### src/rtl/rhs_spi_responder.sv
// rhs_spi_responder: clk-domain model of one RHS-style chip acting as an SPI mode-0 responder.
// Decodes 32-bit command words and returns each word's result two words later.
// Ports:
//   clk, rstn             system clock (>= 4x SCLK) and async active-low reset
//   SCLK, CS, MOSI        SPI inputs from the master (asynchronous to clk)
//   MISO                  response bit, MSB first, changes after SCLK falls
//   word_valid            1-clk pulse per accepted 32-bit word
//   word_out              last accepted command word
//   frame_error           1-clk pulse when CS rises with fewer than 32 bits
//   convert_count         sample counter used by CONVERT
module rhs_spi_responder #(
  parameter logic [15:0] STARTING_SEED = 16'h0000,
  parameter int unsigned REG_COUNT     = 32,
  parameter logic [15:0] CHIP_ID       = 16'h0020
) (
  input  logic        clk,
  input  logic        rstn,
  input  logic        SCLK,
  input  logic        CS,
  input  logic        MOSI,
  output logic        MISO,
  output logic        word_valid,
  output logic [31:0] word_out,
  output logic        frame_error,
  output logic [15:0] convert_count
);

  typedef enum logic [1:0] {StIdle, StShift, StDone, StAbort} state_e;

  state_e      state_q, state_d;
  logic [2:0]  sclk_q, cs_q;
  logic [1:0]  mosi_q;
  logic [5:0]  bit_cnt_q;
  logic [31:0] rx_q, tx_q, pipe0_q, pipe1_q, result;
  logic [15:0] count_q, rd_data;
  logic [15:0] regs_q [REG_COUNT];
  logic        miso_q, word_valid_q;
  logic [31:0] word_out_q;
  logic        sclk_rise, sclk_fall, cs_rise, cs_fall, mosi_s;
  logic        accept, shift_en, active;
  logic [7:0]  addr;
  logic        addr_in_range;

  // Stages [1:0] synchronize; stage [2] is the previous synchronized value for edge detection.
  // CS resets to 0 so a word already in flight at reset release produces no CS fall.
  always_ff @(posedge clk or negedge rstn) begin
    if (!rstn) begin
      sclk_q <= '0;
      cs_q   <= '0;
      mosi_q <= '0;
    end else begin
      sclk_q <= {sclk_q[1:0], SCLK};
      cs_q   <= {cs_q[1:0], CS};
      mosi_q <= {mosi_q[0], MOSI};
    end
  end

  assign sclk_rise = sclk_q[1] & ~sclk_q[2];
  assign sclk_fall = ~sclk_q[1] & sclk_q[2];
  assign cs_rise   = cs_q[1] & ~cs_q[2];
  assign cs_fall   = ~cs_q[1] & cs_q[2];
  assign mosi_s    = mosi_q[1];

  // State register
  always_ff @(posedge clk or negedge rstn) begin
    if (!rstn) state_q <= StIdle;
    else       state_q <= state_d;
  end

  // Next-state logic; CS rise has priority over a coincident SCLK rise.
  always_comb begin
    state_d = state_q;
    unique case (state_q)
      StIdle:  if (cs_fall) state_d = StShift;
      StShift: begin
        if (cs_rise)                                state_d = StAbort;
        else if (sclk_rise && bit_cnt_q == 6'd31)   state_d = StDone;
      end
      StDone:  if (cs_rise) state_d = StIdle;
      StAbort: state_d = StIdle;
      default: state_d = StIdle;
    endcase
  end

  // FSM outputs
  always_comb begin
    accept      = (state_q == StDone) && cs_rise;
    shift_en    = (state_q == StShift) && sclk_rise && !cs_rise;
    active      = (state_q == StShift) || (state_q == StDone);
    frame_error = (state_q == StAbort);
  end

  // Command decode
  assign addr          = rx_q[23:16];
  assign addr_in_range = 32'(addr) < REG_COUNT;

  always_comb begin
    rd_data = '0;
    for (int unsigned i = 0; i < REG_COUNT; i++) begin
      if (32'(addr) == i) rd_data = regs_q[i];
    end
  end

  always_comb begin
    result = '0;
    unique case (rx_q[31:30])
      2'b00: result = {10'h0, rx_q[21:16], count_q};
      2'b01: result = '0;
      2'b10: result = {16'hFFFF, rx_q[15:0]};
      2'b11: begin
        if (addr_in_range)      result = {16'h0, rd_data};
        else if (addr == 8'hFF) result = {16'h0, CHIP_ID};
        else                    result = '0;
      end
      default: result = '0;
    endcase
  end

  // Shift datapath. bit_cnt only advances in StShift, so it saturates at 32 in StDone.
  always_ff @(posedge clk or negedge rstn) begin
    if (!rstn) begin
      bit_cnt_q <= '0;
      rx_q      <= '0;
      tx_q      <= '0;
      miso_q    <= 1'b0;
    end else begin
      if (shift_en) begin
        bit_cnt_q <= bit_cnt_q + 6'd1;
        rx_q      <= {rx_q[30:0], mosi_s};
      end
      if (state_q == StIdle) begin
        if (cs_fall) begin
          bit_cnt_q <= '0;
          tx_q      <= pipe1_q;
          miso_q    <= pipe1_q[31];
        end else begin
          miso_q    <= 1'b0;
        end
      end else if (active && sclk_fall) begin
        tx_q   <= tx_q << 1;
        miso_q <= (bit_cnt_q < 6'd32) ? tx_q[30] : 1'b0;
      end
    end
  end

  // Accept: two-deep response pipeline and counter
  always_ff @(posedge clk or negedge rstn) begin
    if (!rstn) begin
      word_valid_q <= 1'b0;
      word_out_q   <= '0;
      pipe0_q      <= '0;
      pipe1_q      <= '0;
      count_q      <= STARTING_SEED;
    end else begin
      word_valid_q <= accept;
      if (accept) begin
        word_out_q <= rx_q;
        pipe1_q    <= pipe0_q;
        pipe0_q    <= result;
        if (rx_q[31:30] == 2'b00) count_q <= count_q + 16'd1;
      end
    end
  end

  // Register file
  always_ff @(posedge clk or negedge rstn) begin
    if (!rstn) begin
      for (int unsigned i = 0; i < REG_COUNT; i++) regs_q[i] <= '0;
    end else if (accept && rx_q[31:30] == 2'b10) begin
      for (int unsigned i = 0; i < REG_COUNT; i++) begin
        if (32'(addr) == i) regs_q[i] <= rx_q[15:0];
      end
    end
  end

  assign MISO          = miso_q;
  assign word_valid    = word_valid_q;
  assign word_out      = word_out_q;
  assign convert_count = count_q;

endmodule
### config.mk
export PLATFORM = sky130hd
export DESIGN_NAME = rhs_spi_responder
export DESIGN_NICKNAME = d
export VERILOG_FILES = /design/src/rtl/rhs_spi_responder.sv
export SDC_FILE = /design/constraint.sdc
export NUM_CORES = 1
export LEC_CHECK = 0
export BUFFER_PORTS_ARGS = -buffer_cell sky130_fd_sc_hd__buf_2
export CORE_MARGIN = 4
export CORE_UTILIZATION = 63
export DETAILED_ROUTE_END_ITERATION = 7
export MAX_ROUTING_LAYER = met4
export PLACE_DENSITY = 0.88
export RECOVER_POWER = 50
export SLEW_MARGIN = 25
export SYNTH_ARGS = -nofsm -noshare
export SYNTH_HDL_FRONTEND = slang
export SYNTH_SLANG_ARGS = --single-unit
### constraint.sdc
create_clock -name clk -period 3.3 [get_ports clk]
set_clock_uncertainty 0.05 [all_clocks]
set_input_delay 0.33 -clock clk [delete_from_list [all_inputs] [get_ports clk]]
set_output_delay 0.33 -clock clk [all_outputs]
set_load 0.005 [all_outputs]
After elaboration in Yosys (flattened, before gate mapping) --
Cells that the tools add are included.
Operators by class: add/subtract/negate cells 2, multipliers 0, div/mod/pow operators 0, $lt $le $gt $ge 2, equality and inequality tests 42, shift-type cells 0, multiplexer cells 50, bitwise operators 8, reduce and logical (&&, ||, !) cells 47
Operators by type and width (count):
- 2-to-1 mux 16 bit | 33
- equality test 8 x 5 -> 1 bit, second input constant | 16
- case mux 32 bit (4 select lines) | 1
- 2-to-1 mux 31 bit | 3
- AND reduction 2 bit | 34
- equality test 8 x 4 -> 1 bit, second input constant | 8
- equality test 8 x 3 -> 1 bit, second input constant | 4
- 2-to-1 mux 6 bit | 4
- adder 16 x 1 -> 16 bit, second input constant | 1
- equality test 8 x 2 -> 1 bit, second input constant | 2
- equality test 2 bit, second input constant | 4
- equality test 8 x 1 -> 1 bit, second input constant | 1
- equality test 8 bit, second input constant | 1
- zero test 8 bit | 1
- less-than comparator 8 x 6 -> 1 bit, second input constant | 1
- 2-to-1 mux 2 bit | 4
- case mux 2 bit (4 select lines) | 1
- adder 6 x 1 -> 6 bit, second input constant | 1
- equality test 6 x 5 -> 1 bit, second input constant | 1
- logical AND 1 bit | 6
- less-than comparator 6 bit, second input constant | 1
- AND 1 bit | 4
- equality test 2 x 1 -> 1 bit, second input constant | 2
- zero test 2 bit | 2
- 8 further kinds | 15
Word-level totals: register bits after elaboration 705, latch bits 0, bits in writable memories 0, ROM bits 0, bits of input ports 5, word-level logic and storage cells 196, memories kept 0

Depth between registers and ports, before layout --
Gate-level depths: netlist of the first run.
depth in word-level cells 35, depth in mapped cells 11, gate-level depth less buffers 9

Worst setup path after synthesis of the first run --
OpenSTA, ideal clock, no wires.
path type register to register, start point register state_q[0], end point register regs_q[373] in the netlist's numbering, setup time 0.125 ns, arrival time 2.369 ns, required time 3.125 ns, setup slack 0.756 ns, stages on the path, launching flop included 10, path buffers 2, period minus slack after synthesis 2.544 ns, cell sequence dfrtp_1 > inv_1 > ha_1 > nand3b_2 > nor2_1 > nand2_2 > buf_2 > nor3_2 > buf_2 > mux2_2
On the way: cells in the longest elaborated chain, start to end 4
Ends and longest elaborated chain:
- start: declaration | RTL line 30 | state_e state_q, state_d;
- start signal: assignment | RTL line 66 | if (!rstn) state_q <= StIdle;
- start signal: assignment | RTL line 67 | else state_q <= state_d;
- equality test 2 bit | RTL line 87 | accept = (state_q == StDone) && cs_rise;
- logical AND 1 bit | RTL line 87
- logical AND 1 bit | RTL line 169 | end else if (accept && rx_q[31:30] == 2'b10) begin
- AND reduction 2 bit (no line)
- end signal: indexed assignment | RTL line 171 | if (32'(addr) == i) regs_q[i] <= rx_q[15:0];
- end: declaration | RTL line 36 | logic [15:0] regs_q [REG_COUNT];
No other way between the ends. A chain may end at the register's enable or synchronous reset.

Worst setup path in the final report of the first run --
start point register rx_q[17], end point register pipe0_q[5]
On the way: cells in the longest elaborated chain, start to end 35, elaborated cells on any way between the ends 69
Ends and longest elaborated chain:
- start: declaration | RTL line 34 | logic [31:0] rx_q, tx_q, pipe0_q, pipe1_q, result;
- start signal: assignment | RTL line 129 | rx_q <= {rx_q[30:0], mosi_s};
- zero test 8 bit | RTL line 100 | if (32'(addr) == i) rd_data = regs_q[i];
- 2-to-1 mux 16 bit (32 in a row) | RTL line 100
- 2-to-1 mux 16 bit * | RTL line 111 | if (addr_in_range) result = {16'h0, rd_data};
- case mux 32 bit (4 select lines) * | RTL line 106 | unique case (rx_q[31:30])
- end signal: assignment | RTL line 159 | pipe0_q <= result;
- end: declaration | RTL line 34
Mark *: on every way between the ends. The rest lies on a longest branch, timed or not.

==> summary.md, run 1 <==
| Metric | Value |
|---|---|
| Fin crit share | `1.00` |
| HPWL after DPL | `68.5 mm` |
| Mapped Cells | `2597` |
| Final setup vio count | `1` |
| CTS clk-pin slew, worst paths | `~60 ps` |
| Multi-input logic area | `13200 um^2` |
| Distinct cells, synth | `slightly below 80` |
| R2r startpoint | `rx_q[17]` |
| Leakage power | `about 17 nW` |
| Post-DR wirelength/cell | `30.6 um` |
| First-pass GRT wire length | `~160 mm` |
| Global-route usage over all layers | `0.404` |
| Combinational power share | `0.089` |
| Pwr Density | `528 nW/um^2` |
| Io pins | `56` |
| Global route overflow | `0` |
| Tightest Hold Check Type | `flip-flop to flip-flop` |
| Final setup margin | `-5.20 ps` |
| Critical Path Source Type | `flip-flop` |
| DR iter-0 viols | `approximately 3100` |
| #FFs+latches synth | `around 690` |
| Fin. Hold Viols | `0` |
| Setup CP Type | `flip-flop to flip-flop` |
| Clk_lat worst skew | `630 ps` |
| Die width | `231 um` |
| Hold slack | `307 ps` |
| DP Worst Slack | `around 100 ps` |
| Maxcap violations | `1` |
| Ys flop type | `dfrtp_1` |
| Largest net degree at the start of global routing | `116` |
| Time the worst path needs with I/O delays and setup | `~3300 ps` |
| Final wirelength | `105 mm` |
| Maximum vdd ir drop | `approximately 500 uV` |
| CP Launch Point | `rx_q[17]` |
| Sw Pwr | `4.92 mW` |
| Register area | `17200 um^2` |
| Max-slew violations | `52` |
| Setup TNS | `-5.20 ps` |
| Die area | `53500 um^2` |
| Worst EP arrival | `3750 ps` |
| Via count | `between 20000 and 25000` |
| Mapped Avg Cell Area | `12.1 um^2` |
| Nets | `2715` |
| Violated checks | `capacitance limit, slew limit, setup timing` |
| Post-CTS Setup Inserts | `0` |
| Pre-antenna DRT Iters | `6` |
| Site Rows | `81` |
| Initial antenna violation count | `1` |
| Core area | `49200 um^2` |
| Slew of the pin with the lowest slew margin | `roughly 1800 ps` |
| Seq/Total Area, Yosys | `0.547` |
| Hold_sp | `mosi_q[0]` |
| IO buf count | `55` |
| Maximum clock frequency | `0.303 GHz` |
| Critical Path Fanout Max | `31` |
| Vias in the first global route | `24128` |
| Net Sw Frac | `0.263` |
| Async SR Flop Fraction | `1.00` |
| DRC viols | `0` |
| Fill cell count | `roughly 3300` |
| Vias per std cell | `slightly below 7` |
| Clk sink count | `687` |
| Critical Path End Type | `flip-flop` |
| TritonCTS clock tree | `built` |
| Final Power | `~19 mW` |
| CTS HTree Levels | `3` |
| CTS buffer count | `72` |
| Starting density of the core | `0.640` |
| RSZ-0062 raised after global routing | `false` |
| Number of synthesized flops with an enable pin | `0` |
| Int Power | `13.8 mW` |
| Mapped Area | `around 31000 um^2` |
| Share of post-route cells with drive strength above 1 | `0.347` |
| Sequential fraction of design power | `0.482` |
| Synth-to-Final Area Change | `12.7%` |
| Yosys warnings | `0` |
| CTS max path bufs | `3` |
| Clock power share | `0.429` |
| Max transition margin | `-0.197` |
| Antenna-violating nets left | `0` |
| Status | `complete, but fails checks` |
| Die H | `231 um` |
| Clk Tree Root Cell | `clkbuf_16` |
| Post-synthesis net count | `roughly 2600` |
| Worst EP required | `~3800 ps` |
| Final GP Congestion | `between 1 and 1.5` |
cells by family after synthesis:
kind of cell               count (synthesis)  share of synthesized area
DFF                                      687                      0.547
buffers and inverters                    227                     0.0337
muxes                                    634                      0.228
adders and majority gates                  6                    0.00239
and+or+nand+nor                          563                     0.0860
AOI/OAI and AO/OA                        461                     0.0978
xor gates and xnor gates                  19                    0.00529
flip-flops by register name (all words and copies together) (netlist names), 6 cells and up:
signal	cells
regs_q	512
rx_q	32
word_out	32
tx_q	31
pipe0_q	23
pipe1_q	23
convert_count	16
bit_cnt_q	6
power groups by stage:
| stage | logic (mW) | clock network, mW | registers [mW] |
|---|---|---|---|
| 2_1_floorplan | 0.864 | 0 | 8.99 |
| 3_3_place_gp | 1.57 | 0 | 9.11 |
| 3_5_place_dp | 1.62 | 0 | 9.12 |
| 4_1_cts | 1.65 | 8.05 | 8.98 |
| 5_1_grt | 1.77 | 8.42 | 9.00 |
| 6_report | 1.67 | 8.01 | 9.00 |
placed cells by master (no fill, tap or decap), types with 10 or more instances in the layout:
master,n
clkinv_2,10
clkbuf_1,42
clkbuf_8,11
buf_2,34
a211oi_1,15
nor2_1,86
a221oi_1,37
buf_4,167
mux2_2,553
nor3_1,33
inv_1,10
dfrtp_1,683
buf_12,10
nand4_1,11
o31ai_1,12
a22oi_1,44
mux4_2,10
clkbuf_16,77
mux2i_1,70
a22o_1,11
nor2_2,17
a21oi_1,100
xnor2_1,12
a31oi_1,17
nor3_2,14
nand3_1,36
o22ai_1,31
o21ai_0,100
nand2_1,290
cells in the mapped netlist, types with 8 or more instances:
cell      count  area, um^2
nor2_2       17         106
and3_1        9        56.3
a211oi_1     16         120
a22oi_1      44         330
dfrtp_1     687       17200
a32oi_1       9        78.8
inv_1        12        45.0
nand3_1      36         180
buf_4        18         135
nor3_1       33         165
nor2b_1       8        50.1
a22o_1       11        96.3
a21oi_1     101         505
and2_1        8        50.1
nor3_2       14         140
mux2_2      553        6230
nand4_1      11        68.8
buf_1        14        52.6
o22ai_1      31         194
o32ai_1       8        70.1
mux2i_1      70         701
nand2_1     291        1090
o21ai_0     100         500
xnor2_1      12         105
o221ai_1      9        78.8
o211ai_1      9        67.6
a221oi_1     37         324
mux4_2       10         225
buf_2        69         345
nor2_1       87         327
o31ai_1      13        97.6
a222oi_1      8        80.1
clkbuf_1    106         398
a31oi_1      17         106
worst paths after layout:
check                        endpoint  slack, ps  depth (start not counted)
hold / removal              mosi_q[1]        310                          0
min in group asynchronous     tx_q[8]        700                          2
setup reg to reg           pipe0_q[5]         -5                          7
setup / recovery           pipe0_q[5]         -5                          7
max in group asynchronous  regs_q[90]        410                          4
hold reg to reg             mosi_q[1]        310                          0
repair_timing:
item,in CTS,in global routing
hold buffers,4,0
endpoints found under the hold margin,45,0
gates resized for setup,0,5
endpoints found under the setup margin,0,4
cell type report:
type | instances | share of cell area
multi-input cells | 1683 | 0.373
inverters | 13 | 0.00138
well taps | 664 | 0.0235
clock inverters | 16 | 0.00406
diodes | 1 | 0.0000707
clock buffers | 109 | 0.0609
flip-flops and latches | 687 | 0.486
repair buffers | 247 | 0.0513
critical path, stage by stage, from the launching register on:
cell      delay [ps]
dfrtp_4          750
nor2b_1          240
nand3_1          490
buf_4            350
o21ai_0          640
nand3b_1         300
o211ai_1         270
a21oi_1          100
metal layers:
layer | wire length, um | global-route usage | vias to the layer above
met5 | 0 | - | -
met4 | 7390 | 0.221 | 0
met3 | 11000 | 0.0961 | 439
met2 | 47200 | 0.596 | 1601
met1 | 39100 | 0.521 | 12098
li1 | - | - | 9580
through the flow:
| step | area [um^2] | util | std cells |
|---|---|---|---|
| after floorplan | 31400 | - | 2597 |
| after global placement | 33200 | 0.675 | 3290 |
| after detailed placement | 33200 | 0.675 | 3290 |
| after CTS | 35500 | 0.723 | 3419 |
| after global routing | 35400 | 0.721 | 3420 |
| final | 35400 | 0.721 | 3420 |
(Power assumes the default switching activity.)
==> run 2: changes to the inputs <==
--- a/config.mk
+++ b/config.mk
@@ -10,7 +10,7 @@
 export CORE_UTILIZATION = 63
 export DETAILED_ROUTE_END_ITERATION = 7
 export MAX_ROUTING_LAYER = met4
-export PLACE_DENSITY = 0.88
+export PLACE_DENSITY_LB_ADDON = 0.3
 export RECOVER_POWER = 50
 export SLEW_MARGIN = 25
 export SYNTH_ARGS = -nofsm -noshare
==> summary.md, run 2 (synthesized netlist as in run 1, its figures left out) <==
| Metric | Value |
|---|---|
| Status | `complete, but fails checks` |
| Violated checks | `capacitance limit, slew limit` |
| Fin area | `~35000 um^2` |
| Nets | `between 2000 and 3000` |
| HPWL after DPL | `66.8 mm` |
| Leakage power | `about 17 nW` |
| Fill cell count | `3418` |
| CTS clk-pin slew, worst paths | `70 ps` |
| R2r startpoint | `rx_q[23]` |
| Worst path most repeated cell | `buf_4` |
| CTS buffer count | `71` |
| Final GP Congestion | `between 1 and 1.5` |
| Top reg by flops | `regs_q` |
| R2R Setup Slk | `40 ps` |
| Pwr Density | `520 nW/um^2` |
| Site Rows | `81` |
| Critical Path End Type | `flip-flop` |
| IO buf count | `between 50 and 60` |
| Final Power | `18.4 mW` |
| Largest net degree at the start of global routing | `103` |
| CP Launch Point | `rx_q[23]` |
| Hold Crit Depth | `0` |
| Synth-to-Final Area Change | `12.7%` |
| Maxcap violations | `1` |
| Final wirelength | `102 mm` |
| Slowest-stage cell, CP | `a2111oi_1` |
| Worst Setup EP | `pipe0_q[3]` |
| Die area | `53500 um^2` |
| Io pins | `56` |
| Setup CP Type | `flip-flop to flip-flop` |
| Starting density of the core | `0.640` |
| First-pass GRT wire length | `153 mm` |
| Core area | `49200 um^2` |
| Setup TNS | `0 ps` |
| Cell Area, Placed | `33200 um^2` |
| R2r worst-path depth | `8` |
| Maximum clock frequency | `between 0.3 and 0.4 GHz` |
| Fin. Hold Viols | `0` |
| Max incr delay on CP | `710 ps` |
| CTS max path bufs | `3` |
| Clk sink count | `slightly below 700` |
| Die width | `231 um` |
| Clk Tree Root Cell | `clkbuf_16` |
| Die H | `231 um` |
| Time the worst path needs with I/O delays and setup | `~3300 ps` |
| TritonCTS clock tree | `built` |
| DRC viols | `0` |
| Cell Chain, Critical Path | `buf_4 -> nor4b_4 -> nand2_2 -> buf_4 -> o32a_1 -> a2111oi_1 -> buf_4 -> o2bb2ai_1` |
| Global-route usage over all layers | `0.394` |
| WP buf/inv | `3` |
| Max transition margin | `-0.304` |
| Share of post-route cells with drive strength above 1 | `0.344` |
| Fin crit share | `0.988` |
| Initial antenna violation count | `3` |
| Top Family by Delay on Critical Path | `compound AO/OA/AOI/OAI gates` |
| Slew of the pin with the lowest slew margin | `1960 ps` |
| Clk_lat worst skew | `~600 ps` |
| Worst path depth | `8` |
| Maximum vdd ir drop | `418 uV` |
| Vias in the first global route | `23840` |
| Most common cell after layout, fill and taps aside | `dfrtp_1` |
| Antenna-violating nets left | `0` |
| Highest-count cells in the layout ignoring fill and taps | `dfrtp_1 (684), mux2_2 (553), nand2_1 (291), buf_4 (163)` |
| Largest register FFs | `512` |
| Global route overflow | `0` |
| DR iter-0 viols | `3188` |
| Max-slew violations | `64` |
| Worst R2R End | `pipe0_q[3]` |
| Vias per std cell | `slightly below 7` |
| Post-DR wirelength/cell | `29.9 um` |
| Tightest Hold Check Type | `flip-flop to flip-flop` |
| Worst EP required | `3780 ps` |
| CTS HTree Levels | `3` |
| RSZ-0062 raised after global routing | `false` |
| Critical Path Source Type | `flip-flop` |
| Final setup vio count | `0` |
| Worst EP arrival | `3740 ps` |
| Via count | `23642` |
| Critical Path Fanout Max | `10` |
| Pre-antenna DRT Iters | `6` |
==> run 2: cell count changes in the layout (fill, tap and decap cells not counted), sizes merged <==
cell | previous run | this run
diode | 1 | 3
buf | 213 | 212
inv | 14 | 11
clkinv | 12 | 11
clkbuf | 139 | 136
==> run 2: worst min path at each step <==
stage	slack, ps	to	start
floorplan	-20	MISO	rstn
global placement	290	sclk_q[1]	sclk_q[0]
detailed placement	290	sclk_q[1]	sclk_q[0]
CTS	270	cs_q[1]	rstn
global route	310	sclk_q[1]	sclk_q[0]
finish	300	cs_q[1]	cs_q[0]
==> run 2: power breakdown <==
part | switching (mW) | internal, mW | total [mW]
Clock | 3.28 | 4.55 | 7.83
Sequential | 0.314 | 8.67 | 8.98
Combinational | 1.16 | 0.435 | 1.60
Total | 4.76 | 13.7 | 18.4
==> run 2: final cells by class <==
type	count	area (um^2)	area share
Inverter	13	48.8	0.00138
Clock buffer	110	2120	0.0597
Multi-Input combinational cell	1683	13200	0.374
Antenna cell	3	7.51	0.000212
Timing Repair Buffer	242	1870	0.0527
Tap cell	664	831	0.0235
Clock inverter	12	116	0.00329
Sequential cell	687	17200	0.486
==> run 2: timing repair <==
item                                   in CTS  in global routing
hold buffers                                4                  0
resized for setup                           1                  2
endpoints found under the hold margin      62                  0
buffers inserted                            0                  0
setup endpoints to repair                   1                  4
==> run 2: metal layers <==
metal | wire, um | track usage | vias to the layer above | share of wire
li1 | - | - | 9576 | -
met2 | 45800 | 0.578 | 1572 | 0.45
met4 | 6960 | 0.210 | 0 | 0.068
met3 | 10600 | 0.0913 | 425 | 0.10
met1 | 38800 | 0.516 | 12069 | 0.38
met5 | 0 | - | - | 0
==> run 2: through the flow <==
| step | hold slack [ps] | util | worst slack (ps) | instances |
|---|---|---|---|---|
| detailed placement | 293 | 0.676 | 1.10 | 3285 |
| CTS | 272 | 0.722 | 24.5 | 3411 |
| floorplan | -15.6 | - | 756 | 2597 |
| finish | 304 | 0.721 | 40.7 | 3414 |
| global route | 307 | 0.720 | 8.15 | 3412 |
| global placement | 286 | 0.676 | 26.8 | 3285 |
==> run 3: changes to the inputs <==
--- a/config.mk
+++ b/config.mk
@@ -5,8 +5,8 @@
 export SDC_FILE = /design/constraint.sdc
 export NUM_CORES = 1
 export LEC_CHECK = 0
+export ABC_AREA = 1
 export BUFFER_PORTS_ARGS = -buffer_cell sky130_fd_sc_hd__buf_2
-export CORE_MARGIN = 4
 export CORE_UTILIZATION = 63
 export DETAILED_ROUTE_END_ITERATION = 7
 export MAX_ROUTING_LAYER = met4
==> summary.md, run 3 <==
| Metric | Value |
|---|---|
| Mapped Avg Cell Area | `8.38 um^2` |
| Worst path most repeated cell | `nand4_1` |
| Mapped Cells | `3557` |
| Seq/Total Area, Yosys | `0.577` |
| Final GP Congestion | `about 0.93` |
| Placed cells | `4139` |
| Largest register FFs | `512` |
| Time the worst path needs with I/O delays and setup | `3340 ps` |
| Max incr delay on CP | `420 ps` |
| Highest-count cells in the layout ignoring fill and taps | `nand2_1 (1160), dfrtp_1 (684), o21ai_0 (654), inv_1 (258), nor2_1 (181)` |
| Top reg by flops | `regs_q` |
| Hold slack | `309 ps` |
| Mapped Area | `slightly below 30000 um^2` |
| Fin crit share | `1.01` |
| Yosys top cell area share | `0.577` |
| Pwr Density | `569 nW/um^2` |
| DP Worst Slack | `-78.8 ps` |
| Die H | `between 200 and 250 um` |
| Site Rows | `between 70 and 80` |
| Vias per std cell | `5.94` |
| Global route overflow | `0` |
| Core area | `46600 um^2` |
| Via count | `25389` |
| CTS buffer count | `70` |
| Fin area | `33700 um^2` |
| Top post-synthesis cells by area | `dfrtp_1 (58%), nand2_1 (15%), o21ai_0 (11%)` |
| Io pins | `56` |
| Post-synthesis net count | `3568` |
| TritonCTS clock tree | `built` |
| Leading area contributor after synthesis | `dfrtp_1` |
| Maximum clock frequency | `0.300 GHz` |
| Setup TNS | `-96.7 ps` |
| Final setup margin | `-38.3 ps` |
| Starting density of the core | `0.640` |
| Cell Chain, Critical Path | `inv_2 -> nand2_4 -> nor2_4 -> nand2_4 -> buf_6 -> or2_2 -> nand2_1 -> nand4_1 -> nand2_1 -> nand4_1 -> nor2_1 -> nand4_1 -> nor2_2 -> nand4_1 -> nor2_1 -> nand4_1 -> nor2_1 -> nand4_1 -> nand2_2 -> nand4_1 -> nand2_1 -> nand2_1 -> nand2_1 -> a21oi_1` |
| Max layer used | `met4` |
| Post-synthesis mux area share | `0.000378` |
| Die width | `around 220 um` |
| Layout Cells excl Fill | `4273` |
| CTS HTree Levels | `3` |
| Critical Path Source Type | `flip-flop` |
| Status | `complete, but fails checks` |
| Synth Area in Simple Gates | `0.220` |
| Post-synthesis compound-gate area fraction | `0.132` |
| Most frequent cells after synthesis | `nand2_1 (1181), dfrtp_1 (687), o21ai_0 (657), inv_1 (262), clkbuf_1 (200)` |
| Number of synthesized flops with an enable pin | `0` |
| Critical Path Fanout Max | `13` |
| Initial antenna violation count | `1` |
| #FFs+latches synth | `687` |
| Share of post-route cells with drive strength above 1 | `0.111` |
| Maxcap violations | `1` |
| Final wirelength | `82.2 mm` |
| Global-route usage over all layers | `0.360` |
| Leakage power | `15.6 nW` |
| Slowest-stage cell, CP | `dfrtp_1` |
| Violated checks | `capacitance limit, slew limit, setup timing` |
| Met2 WL | `37.4 mm` |
| DR WL met3 | `7.60 mm` |
| Fin. Hold Viols | `0` |
| Most common cell after layout, fill and taps aside | `nand2_1` |
| Cell Area, Placed | `31200 um^2` |
| Vias in the first global route | `24408` |
| DR iter-0 viols | `slightly below 3000` |
| Adder-cell share of the synthesized area | `0.00252` |
| Clk sink count | `687` |
| Yosys warnings | `0` |
| Synth-to-Final Area Change | `13.3%` |
| Die area | `48200 um^2` |
| Nets | `3628` |
| Maximum vdd ir drop | `647 uV` |
| Setup CP Type | `flip-flop to flip-flop` |
| Max transition margin | `-0.783` |
| Post-DR wirelength/cell | `19.2 um` |
| Largest net degree at the start of global routing | `137` |
| Ys flop type | `dfrtp_1` |
| XOR/XNOR Fraction of Synth Area | `0.00470` |
| Antenna-violating nets left | `0` |
| Max-slew violations | `between 90 and 100` |
| RSZ-0062 raised after global routing | `true` |
| CTS max path bufs | `3` |
| Worst EP required | `3760 ps` |
| First-pass GRT wire length | `roughly 130 mm` |
| Largest family of logic cells by synthesized area | `simple AND/OR/NAND/NOR gates` |
| Critical Path End Type | `flip-flop` |
| Async SR Flop Fraction | `1.00` |
| Slew of the pin with the lowest slew margin | `approximately 2700 ps` |
| Distinct cells, synth | `41` |
| HPWL after DPL | `51.8 mm` |
| Clk_lat worst skew | `620 ps` |
| CTS clk-pin slew, worst paths | `around 60 ps` |
| M1 WL | `33.5 mm` |
| Most common cell in the synthesized netlist | `nand2_1` |
| DRC viols | `0` |
| Final Power | `19.2 mW` |
| Utilization after layout | `0.725` |
| Worst EP arrival | `between 3000 and 4000 ps` |
| Tightest Hold Check Type | `flip-flop to flip-flop` |
| IO buf count | `55` |
| Clk Tree Root Cell | `clkbuf_16` |
| Pre-antenna DRT Iters | `7` |
| Final setup vio count | `5` |
[run 3: layout make-up]
| class | count | area [um^2] |
|---|---|---|
| diodes | 1 | 2.50 |
| multi-input cells | 2376 | 10900 |
| clock inverters | 19 | 244 |
| flip-flops and latches | 687 | 17200 |
| repair buffers | 213 | 1540 |
| well taps | 607 | 759 |
| inverters | 269 | 1020 |
| fillers | 3280 | 12800 |
| clock buffers | 101 | 2070 |
[run 3: critical path: cells and delay by family (launching register included)]
kind	cells	cell delay [ps]
AO/OA/AOI/OAI	1	60
buffers and inverters	2	260
flip-flops	1	420
AND/OR/NAND/NOR	21	2450
[run 3: repair_timing]
| action | 4_1_cts | 5_1_grt |
|---|---|---|
| buffers inserted | 1 | 8 |
| gates resized for setup | 14 | 63 |
| endpoints found under the hold margin | 87 | 0 |
| hold buffers | 4 | 0 |
| endpoints found under the setup margin | 10 | 16 |
| pin swaps | 2 | 19 |
[run 3: layer usage]
metal | up-vias | GRT usage
met2 | 1279 | 0.539
met3 | 242 | 0.0736
met5 | - | -
li1 | 11525 | -
met1 | 12343 | 0.482
met4 | 0 | 0.151
[run 3: worst paths after layout]
check                                from     endpoint  slack (ps)  cells after the start
worst max-delay path             rx_q[16]   pipe0_q[3]         -40                     24
worst max register to register   rx_q[16]   pipe0_q[3]         -40                     24
worst min-delay path            mosi_q[0]    mosi_q[1]         310                      0
min in group asynchronous            rstn  regs_q[497]        1070                      2
worst min register to register  mosi_q[0]    mosi_q[1]         310                      0
max in group asynchronous            rstn  regs_q[212]         300                      3
[run 3: logic make-up after synthesis]
group	after synthesis
compound gates	749
xor+xnor	16
fa+ha+maj	6
buf+inv	494
flops	687
mux	1
simple gates	1604
[run 3: report_power, final]
group	internal (mW)	switching, mW	leakage, nW
Combinational	0.497	1.57	4.95
Clock	4.75	3.29	1.14
Sequential	8.86	0.214	9.49
